===== src/rtl/seven_seg_pkg.sv =====
`timescale 1ns/1ps
`default_nettype none
// ============================================================================
// Module      : seven_seg_pkg
// Description : Shared constants for the seven-segment reader: active-low
//               hex pattern table, blank pattern, digit count, default dwell.
// Revision    : 1.0 - initial release
// ============================================================================
package seven_seg_pkg;

  localparam int unsigned NUM_DIGITS            = 4;
  localparam int unsigned STABLE_CYCLES_DEFAULT = 4;

  // All segments dark (active-low bus)
  localparam logic [6:0] BLANK = 7'h7F;

  typedef logic [3:0] nibble_t;
  typedef logic [6:0] seg_pattern_t;

  // Entry n holds the active-low pattern (bit0=a .. bit6=g) that shows hex digit n
  localparam logic [15:0][6:0] SEG_TABLE = {
    7'h0E, 7'h06, 7'h21, 7'h46,   // F E d C
    7'h03, 7'h08, 7'h18, 7'h00,   // b A 9 8
    7'h78, 7'h02, 7'h12, 7'h19,   // 7 6 5 4
    7'h30, 7'h24, 7'h79, 7'h40    // 3 2 1 0
  };

endpackage
`default_nettype wire


===== src/rtl/seg_pattern_to_nibble.sv =====
`timescale 1ns/1ps
`default_nettype none
// ============================================================================
// Module      : seg_pattern_to_nibble
// Description : Combinational decode of a 7-bit active-low segment pattern
//               to a hex nibble; unknown patterns give 0 with invalid set.
// Revision    : 1.0 - initial release
// ============================================================================
module seg_pattern_to_nibble
  import seven_seg_pkg::*;
(
  input  logic [6:0] pattern_i,
  output logic [3:0] nibble_o,
  output logic       invalid_o
);

  // Table search; patterns are unique, so at most one entry matches
  always_comb begin
    nibble_o  = '0;
    invalid_o = 1'b1;
    for (int i = 0; i < 16; i++) begin
      if (pattern_i == SEG_TABLE[i]) begin
        nibble_o  = 4'(i);
        invalid_o = 1'b0;
      end
    end
  end

endmodule
`default_nettype wire


===== src/rtl/seven_segment_reader.sv =====
`timescale 1ns/1ps
`default_nettype none
// ============================================================================
// Module      : seven_segment_reader
// Description : Recovers a 4-digit hex word from a multiplexed active-low
//               seven-segment bus. Each digit must dwell STABLE_CYCLES
//               registered samples before capture; the full word is offered
//               with a valid/ready handshake.
// Revision    : 1.0 - initial release
// ============================================================================
module seven_segment_reader
  import seven_seg_pkg::*;
#(
  parameter int unsigned STABLE_CYCLES = STABLE_CYCLES_DEFAULT
) (
  input  logic        clock,
  input  logic        resetn,
  input  logic [6:0]  seg_in,
  input  logic [3:0]  dig_sel,
  input  logic        out_ready,
  output logic [15:0] value,
  output logic [3:0]  err,
  output logic        out_valid,
  output logic [3:0]  digit_seen
);

  // Counter saturates here; capture fires on the edge that reaches it
  localparam logic [7:0] CNT_LAST = 8'(STABLE_CYCLES - 1);

  logic [3:0]  sel_q, sel_prev_q;
  logic [6:0]  seg_q, seg_prev_q;
  logic [7:0]  cnt_q, cnt_d;
  logic [15:0] value_q, value_d;
  logic [3:0]  err_q, err_d;
  logic [3:0]  seen_q, seen_d;
  logic        valid_q, valid_d;

  logic        pair_stable;
  logic        pair_onehot;
  logic        capture;
  logic [3:0]  dec_nibble;
  logic        dec_invalid;

  seg_pattern_to_nibble u_decode (
    .pattern_i (seg_q),
    .nibble_o  (dec_nibble),
    .invalid_o (dec_invalid)
  );

  assign pair_stable = (sel_q == sel_prev_q) && (seg_q == seg_prev_q);
  assign pair_onehot = $onehot(sel_q);
  // Counter is one short of its final value, so this edge completes the dwell
  assign capture     = pair_stable && pair_onehot && (cnt_q == CNT_LAST - 8'd1);

  // Stability counter: clears on any change or non-one-hot strobe, saturates at the end
  always_comb begin
    cnt_d = cnt_q;
    if (!pair_stable || !pair_onehot) begin
      cnt_d = '0;
    end else if (cnt_q != CNT_LAST) begin
      cnt_d = cnt_q + 8'd1;
    end
  end

  // Word assembly and handshake; a pending word freezes all capture state
  always_comb begin
    value_d = value_q;
    err_d   = err_q;
    seen_d  = seen_q;
    valid_d = valid_q;
    if (valid_q) begin
      if (out_ready) begin
        seen_d  = '0;
        valid_d = 1'b0;
      end
    end else begin
      valid_d = (seen_q == 4'hF);
      if (capture) begin
        for (int i = 0; i < NUM_DIGITS; i++) begin
          if (sel_q[i]) begin
            value_d[4*i +: 4] = dec_nibble;
            err_d[i]          = dec_invalid;
            seen_d[i]         = 1'b1;
          end
        end
      end
    end
  end

  // Input pair sampling pipeline and stability counter
  always_ff @(posedge clock or negedge resetn) begin
    if (!resetn) begin
      sel_q      <= '0;
      seg_q      <= '0;
      sel_prev_q <= '0;
      seg_prev_q <= '0;
      cnt_q      <= '0;
    end else begin
      sel_q      <= dig_sel;
      seg_q      <= seg_in;
      sel_prev_q <= sel_q;
      seg_prev_q <= seg_q;
      cnt_q      <= cnt_d;
    end
  end

  // Assembled word and handshake state
  always_ff @(posedge clock or negedge resetn) begin
    if (!resetn) begin
      value_q <= '0;
      err_q   <= '0;
      seen_q  <= '0;
      valid_q <= 1'b0;
    end else begin
      value_q <= value_d;
      err_q   <= err_d;
      seen_q  <= seen_d;
      valid_q <= valid_d;
    end
  end

  assign value      = value_q;
  assign err        = err_q;
  assign out_valid  = valid_q;
  assign digit_seen = seen_q;

endmodule
`default_nettype wire


===== config.mk =====
export PLATFORM = sky130hd
export DESIGN_NAME = seven_segment_reader
export DESIGN_NICKNAME = d
export VERILOG_FILES = /design/src/rtl/seven_seg_pkg.sv /design/src/rtl/seg_pattern_to_nibble.sv /design/src/rtl/seven_segment_reader.sv
export SDC_FILE = /design/constraint.sdc
export NUM_CORES = 1
export LEC_CHECK = 0
export BUFFER_PORTS_ARGS = -buffer_cell sky130_fd_sc_hd__buf_2
export CAP_MARGIN = 20
export CORE_ASPECT_RATIO = 1.1
export CORE_UTILIZATION = 57
export DETAILED_ROUTE_END_ITERATION = 10
export HOLD_SLACK_MARGIN = 0.03
export PLACE_DENSITY = 0.8
export SLEW_MARGIN = 20
export SYNTH_ARGS = -nofsm -noshare
export SYNTH_HDL_FRONTEND = slang
export SYNTH_SLANG_ARGS = --single-unit

===== constraint.sdc =====
create_clock -name clock -period 4.6 [get_ports clock]
set_clock_uncertainty 0.15 [all_clocks]
set_input_delay 0.23 -clock clock [delete_from_list [all_inputs] [get_ports clock]]
set_output_delay 0.23 -clock clock [all_outputs]
set_load 0.01 [all_outputs]

==> results of run 1 <==
logic make-up (layout without fill, tap and decap cells):
| family | after synthesis | count (layout) | synth area share |
|---|---|---|---|
| mux | 21 | 21 | 0.101 |
| xor+xnor | 20 | 20 | 0.0710 |
| flops | 55 | 55 | 0.558 |
| compound gates | 17 | 17 | 0.0522 |
| buf+inv | 20 | 68 | 0.0426 |
| fa+ha+maj | 5 | 5 | 0.0284 |
| simple gates | 66 | 66 | 0.147 |
layout make-up:
cell class	count	area, um^2	area share
Sequential cell	55	1380	0.477
Multi-Input combinational cell	129	987	0.342
Timing Repair Buffer	52	328	0.114
Clock buffer	5	68.8	0.0239
Tap cell	52	65.1	0.0226
Inverter	8	30.0	0.0104
Clock inverter	3	27.5	0.00955
state kept, by name (all words and copies together), names as in the netlist:
| name | count |
|---|---|
| sel_prev_q | 4 |
| seg_q | 7 |
| err | 4 |
| cnt_q | 8 |
| seg_prev_q | 7 |
| sel_q | 4 |
| value | 16 |
| digit_seen | 4 |
| out_valid | 1 |
final timing paths:
kind / cells past startpoint / slack, ns / to
min: 0 / 0.28 / sel_prev_q[0]$_DFF_PN0_
min in group asynchronous: 3 / 0.40 / cnt_q[0]$_DFFE_PN0P_
max reg2reg: 9 / 1.03 / value[15]$_DFFE_PN0P_
max in group asynchronous: 3 / 3.45 / value[4]$_DFFE_PN0P_
min reg2reg: 0 / 0.28 / sel_prev_q[0]$_DFF_PN0_
max: 9 / 1.03 / value[15]$_DFFE_PN0P_
per-stage QoR:
stage | setup WS (ns) | util | instance area [um^2]
after floorplan | 1.50 | - | 2470
after global placement | 1.19 | 0.655 | 2660
after detailed placement | 1.08 | 0.655 | 2660
after CTS | 1.03 | 0.711 | 2880
after global routing | 0.904 | 0.711 | 2880
final | 1.03 | 0.711 | 2880
metal layers:
layer | wire, um | vias up
li1 | - | 797
met1 | 2200 | 837
met2 | 2340 | 44
met3 | 175 | 7
met4 | 65 | 0
met5 | 0 | -
layout by cell type, fill, tap and decap left out, types with 5 or more instances in the layout:
master and instances:
dfrtp_1 55, buf_2 38, mux2_1 16, xor2_1 14, nor2_1 14, nand2_1 14
dlygate4sd3_1 13, inv_1 8, xnor2_1 6, nor3_1 5, clkbuf_8 5
power breakdown:
group          internal, mW  switching [mW]
Combinational        0.0330          0.0349
Sequential            0.497          0.0198
Clock                 0.112           0.168
Total                 0.643           0.223
repair_timing:
action	in CTS	in global routing
endpoints found under the hold margin	67	0
hold buffers	13	0
resized for setup	0	0
==> flow_summary.yaml, run 1 <==
grt:
  gr-usage-all-layers: 0.227
  grt_overflow: 0
  met2_usage: 0.351
  grt_pass1_wl_um: 7850
  grt_pass1_vias: 1629
  grt_util_met3: 0.0548
  grt_antenna_before_repair: 0
  busiest_layer: "met2"
  met1_usage: 0.320
  grt_max_degree: 56
routing:
  drt_iter0_markers: 123
  vias_per_cell: 5.54
  first_pass_iters: 4
  drc: 0
  via_count: 1685
  avgRoutedWirePerCell_um: 15.7
  routed_wl_um: 4780
  ant_nets: 0
synth:
  synth_top_flop_cell: "dfrtp_1"
  yosysTopAreaCell: "dfrtp_1"
  avgSynthCellArea_um2: 12.1
  yosys-top-cells-area: "dfrtp_1, mux2_1, xor2_1"
  syn_nets: 223
  yosysTopAreaCellShare: 0.558
  ys_seq_area_frac: 0.558
  synthesis.area_um2: 2470
  yosys_warnings: 0
  synth_seq_cells: 55
  synth-edff-count: 0
  netlist_top_cells_count: "dfrtp_1, mux2_1, nand2_1, nor2_1, xor2_1"
  synthCells: 204
  synth_most_common_cell: "dfrtp_1"
  yosysUniqueCellTypes: 43
  synth-async-reset-ratio: 1.00
sta:
  hold_viol_final: 0
  hold_ws_ns: 0.275
  max_slew_margin: 0.563
  rsz0062_at_grt: "no"
  finalCriticalPeriod_ns: 3.57
  timing.fmax_mhz: 280
  timing.setup.tns_ns: 0
  setup_viol: 0
  slew_violations: 0
  post-route-period-util: 0.775
  worst_slew_pin_slew_ns: 0.655
floorplan:
  io_pins: 39
  die_area_um2: 4600
  initial_utilization: 0.609
  core_region_area_um2: 4050
  die_y_um: 71.0
  rows: 24
  die_w_um: 64.7
job:
  maxCapViolations: 0
clock_network:
  cts_setup_buffers: 0
  htreeDepth: 2
  tritoncts: "done"
  cts_buffers: 5
  clock_latency_ns: 0.31
  cts_buffer_depth: 2
  clock_sinks: 55
  path_clk_slew_ns: 0.11
  ctsRootBufferMaster: "clkbuf_8"
setup_path:
  cpPeakStageDelay_ns: 0.70
  crit_fanout: 12
  path_buf_inv: 2
  critPathLaunch: "sel_q[0]$_DFF_PN0_"
  crit_path_end_kind: "flip-flop"
  reg2reg_from: "sel_q[0]$_DFF_PN0_"
  setup.worst_path.start_class: "flip-flop"
  critPathTopFamily: "simple AND/OR/NAND/NOR gates"
  critical_path_required_ns: 4.66
  cp_data_arrival_time_ns: 3.62
  worstSetupPathType: "flip-flop to flip-flop"
  crit_slowest_cell: "or3b_1"
  cp_cell_sequence: "inv_1 -> fa_1 -> inv_1 -> ha_1 -> ha_1 -> nor4b_1 -> nand4_1 -> or3b_1 -> mux2_1"
placed_design:
  hpwl_um: 3140
  gp_congestion: 0.839
  placed_cells: 283
  port_buffers: 38
hold_path:
  min_path_type: "flip-flop to flip-flop"
  hp-start: "sel_q[0]$_DFF_PN0_"
power:
  p_total_mw: 0.865
  leakage_nw: 1.47
  irDropWorstVdd_uv: 273
  cellPowerDensity_nw_per_um2: 300
layout:
  fillCellCount: 307
  diodes: 0
  post_layout_nonfiller_instances: 304
  final_nets: 270
  areaGrowthSynthToFinish_pct: 16.8
  layout-drive-gt1-share: 0.218
run_status:
  outcome: "complete, no violations"
No activity file was read; power rests on OpenSTA's default activity.
==> inputs of run 2 (changes only) <==
- CORE_UTILIZATION: 57 -> 56
- PLACE_DENSITY: 0.8 -> 0.79
- clock period: 4.6 -> 3.6 ns (I/O delays scaled with it)
==> run 2 against run 1 <==
Against the previous run: design area grew 1.1%; total power increased by 36%; worst setup slack got worse by 0.64 ns; worst hold slack lost 0.00089 ns; sequential share of layout area is 0.53 points lower; largest power group unchanged; highest routed layer unchanged; clock power grew 53%; critical path depth unchanged; die area increased by 1.7%; first-iteration DRC count is 28% lower; global-route usage grew 0.64 points; sequential power increased by 28%.
==> flow_summary.yaml, run 2 (synthesis gave the netlist of run 1 again) <==
sta:
  rsz0062_at_grt: "no"
  slew_violations: 0
  setup_viol: 0
  max_slew_margin: 0.504
  worst_slew_pin_slew_ns: 0.744
  post-route-period-util: 0.889
  timing.setup.tns_ns: 0
  hold_viol_final: 0
  finalCriticalPeriod_ns: 3.20
  timing.fmax_mhz: 312
setup_path:
  cp_data_arrival_time_ns: 3.25
  crit_path_end_kind: "flip-flop"
  worstSetupPathType: "flip-flop to flip-flop"
  critical_path_required_ns: 3.65
  setup.worst_path.start_class: "flip-flop"
  crit_fanout: 6
layout:
  areaGrowthSynthToFinish_pct: 18.1
  utilization: 0.714
  layout-drive-gt1-share: 0.221
  final_nets: 271
  diodes: 0
  fillCellCount: 290
  final_common_cell: "dfrtp_1"
  final_cell_mix: "dfrtp_1, buf_2, mux2_1"
  largest_reg_flops: 16
routing:
  ant_nets: 0
  avgRoutedWirePerCell_um: 15.4
  drt_iter0_markers: 89
  vias_per_cell: 5.46
  routed_wl_um: 4690
  first_pass_iters: 4
  drc: 0
  via_count: 1664
run_status:
  outcome: "complete, no violations"
floorplan:
  io_pins: 39
  core_region_area_um2: 4080
  die_y_um: 71.6
  rows: 24
  die_w_um: 65.3
  die_area_um2: 4680
  initial_utilization: 0.604
clock_network:
  cts_setup_buffers: 0
  clock_sinks: 55
  ctsRootBufferMaster: "clkbuf_8"
  cts_buffer_depth: 2
  cts_buffers: 5
  tritoncts: "done"
  htreeDepth: 2
  path_clk_slew_ns: 0.10
  clock_latency_ns: 0.31
  post_cts_resized: 0
  ctsHoldBuffers: 13
power:
  cellPowerDensity_nw_per_um2: 404
  irDropWorstVdd_uv: 342
  leakage_nw: 1.49
job:
  maxCapViolations: 0
hold_path:
  min_path_type: "flip-flop to flip-flop"
grt:
  grt_antenna_before_repair: 0
  grt_util_met3: 0.0541
  grt_overflow: 0
  busiest_layer: "met2"
  grt_pass1_wl_um: 8230
  met2_usage: 0.383
  grt_max_degree: 35
  met1_usage: 0.303
  gr-usage-all-layers: 0.234
  grt_pass1_vias: 1729
placed_design:
  gp_congestion: 0.876
  port_buffers: 38
  hpwl_um: 3210
run 2: changes by cell type in the layout (fill, tap and decap cells not counted), sizes merged:
cell,delta
buf,+1
bufinv,+1
clkbuf,+1
clkinv,-1
clkinvlp,-1
run 2: final cells by class:
cell class	instances	area, um^2	share of cell area
inverter	8	30.0	0.0103
clock inverter	2	38.8	0.0133
clock buffer	6	82.6	0.0283
multi-input combinational	129	987	0.339
timing repair buffer	53	335	0.115
sequential	55	1380	0.472
tap	52	65.1	0.0223
run 2: final timing paths:
kind,endpoint,from,cells past startpoint,slack [ns]
max reg2reg,value[4]$_DFFE_PN0P_,sel_q[0]$_DFF_PN0_,9,0.40
min,sel_prev_q[0]$_DFF_PN0_,sel_q[0]$_DFF_PN0_,0,0.27
max,value[4]$_DFFE_PN0P_,sel_q[0]$_DFF_PN0_,9,0.40
min in group asynchronous,sel_q[2]$_DFF_PN0_,resetn,2,0.30
min reg2reg,sel_prev_q[0]$_DFF_PN0_,sel_q[0]$_DFF_PN0_,0,0.27
max in group asynchronous,err[1]$_DFFE_PN0P_,resetn,3,2.23
run 2: through the flow:
stage / cells / total power [mW] / hold WS, ns / worst slack, ns / area (um^2)
floorplan: 204 / 0.711 / -0.266 / 0.500 / 2470
global placement: 284 / 0.746 / 0.138 / 0.489 / 2660
detailed placement: 284 / 0.748 / 0.140 / 0.394 / 2660
CTS: 305 / 1.19 / 0.276 / 0.388 / 2920
global route: 305 / 1.22 / 0.288 / 0.195 / 2920
finish: 305 / 1.18 / 0.274 / 0.399 / 2920
run 2: critical path, cell delays in order, from the launching register on:
cell and delay (ns):
dfrtp_1 0.38, inv_1 0.09, fa_1 0.54, inv_1 0.04
ha_1 0.17, ha_1 0.27, nor4b_1 0.28, nand4_1 0.22
or3b_1 0.57, mux2_1 0.37
run 2: report_power, final:
group	switching (mW)	internal [mW]	total, mW
Sequential	0.0247	0.636	0.660
Combinational	0.0449	0.0420	0.0869
Clock	0.200	0.229	0.429
Total	0.270	0.906	1.18
run 2: routing by layer:
| layer | vias to the layer above | part of all wire |
|---|---|---|
| met5 | - | 0 |
| met4 | 0 | 0.024 |
| met3 | 12 | 0.025 |
| met2 | 29 | 0.52 |
| met1 | 824 | 0.43 |
| li1 | 799 | - |
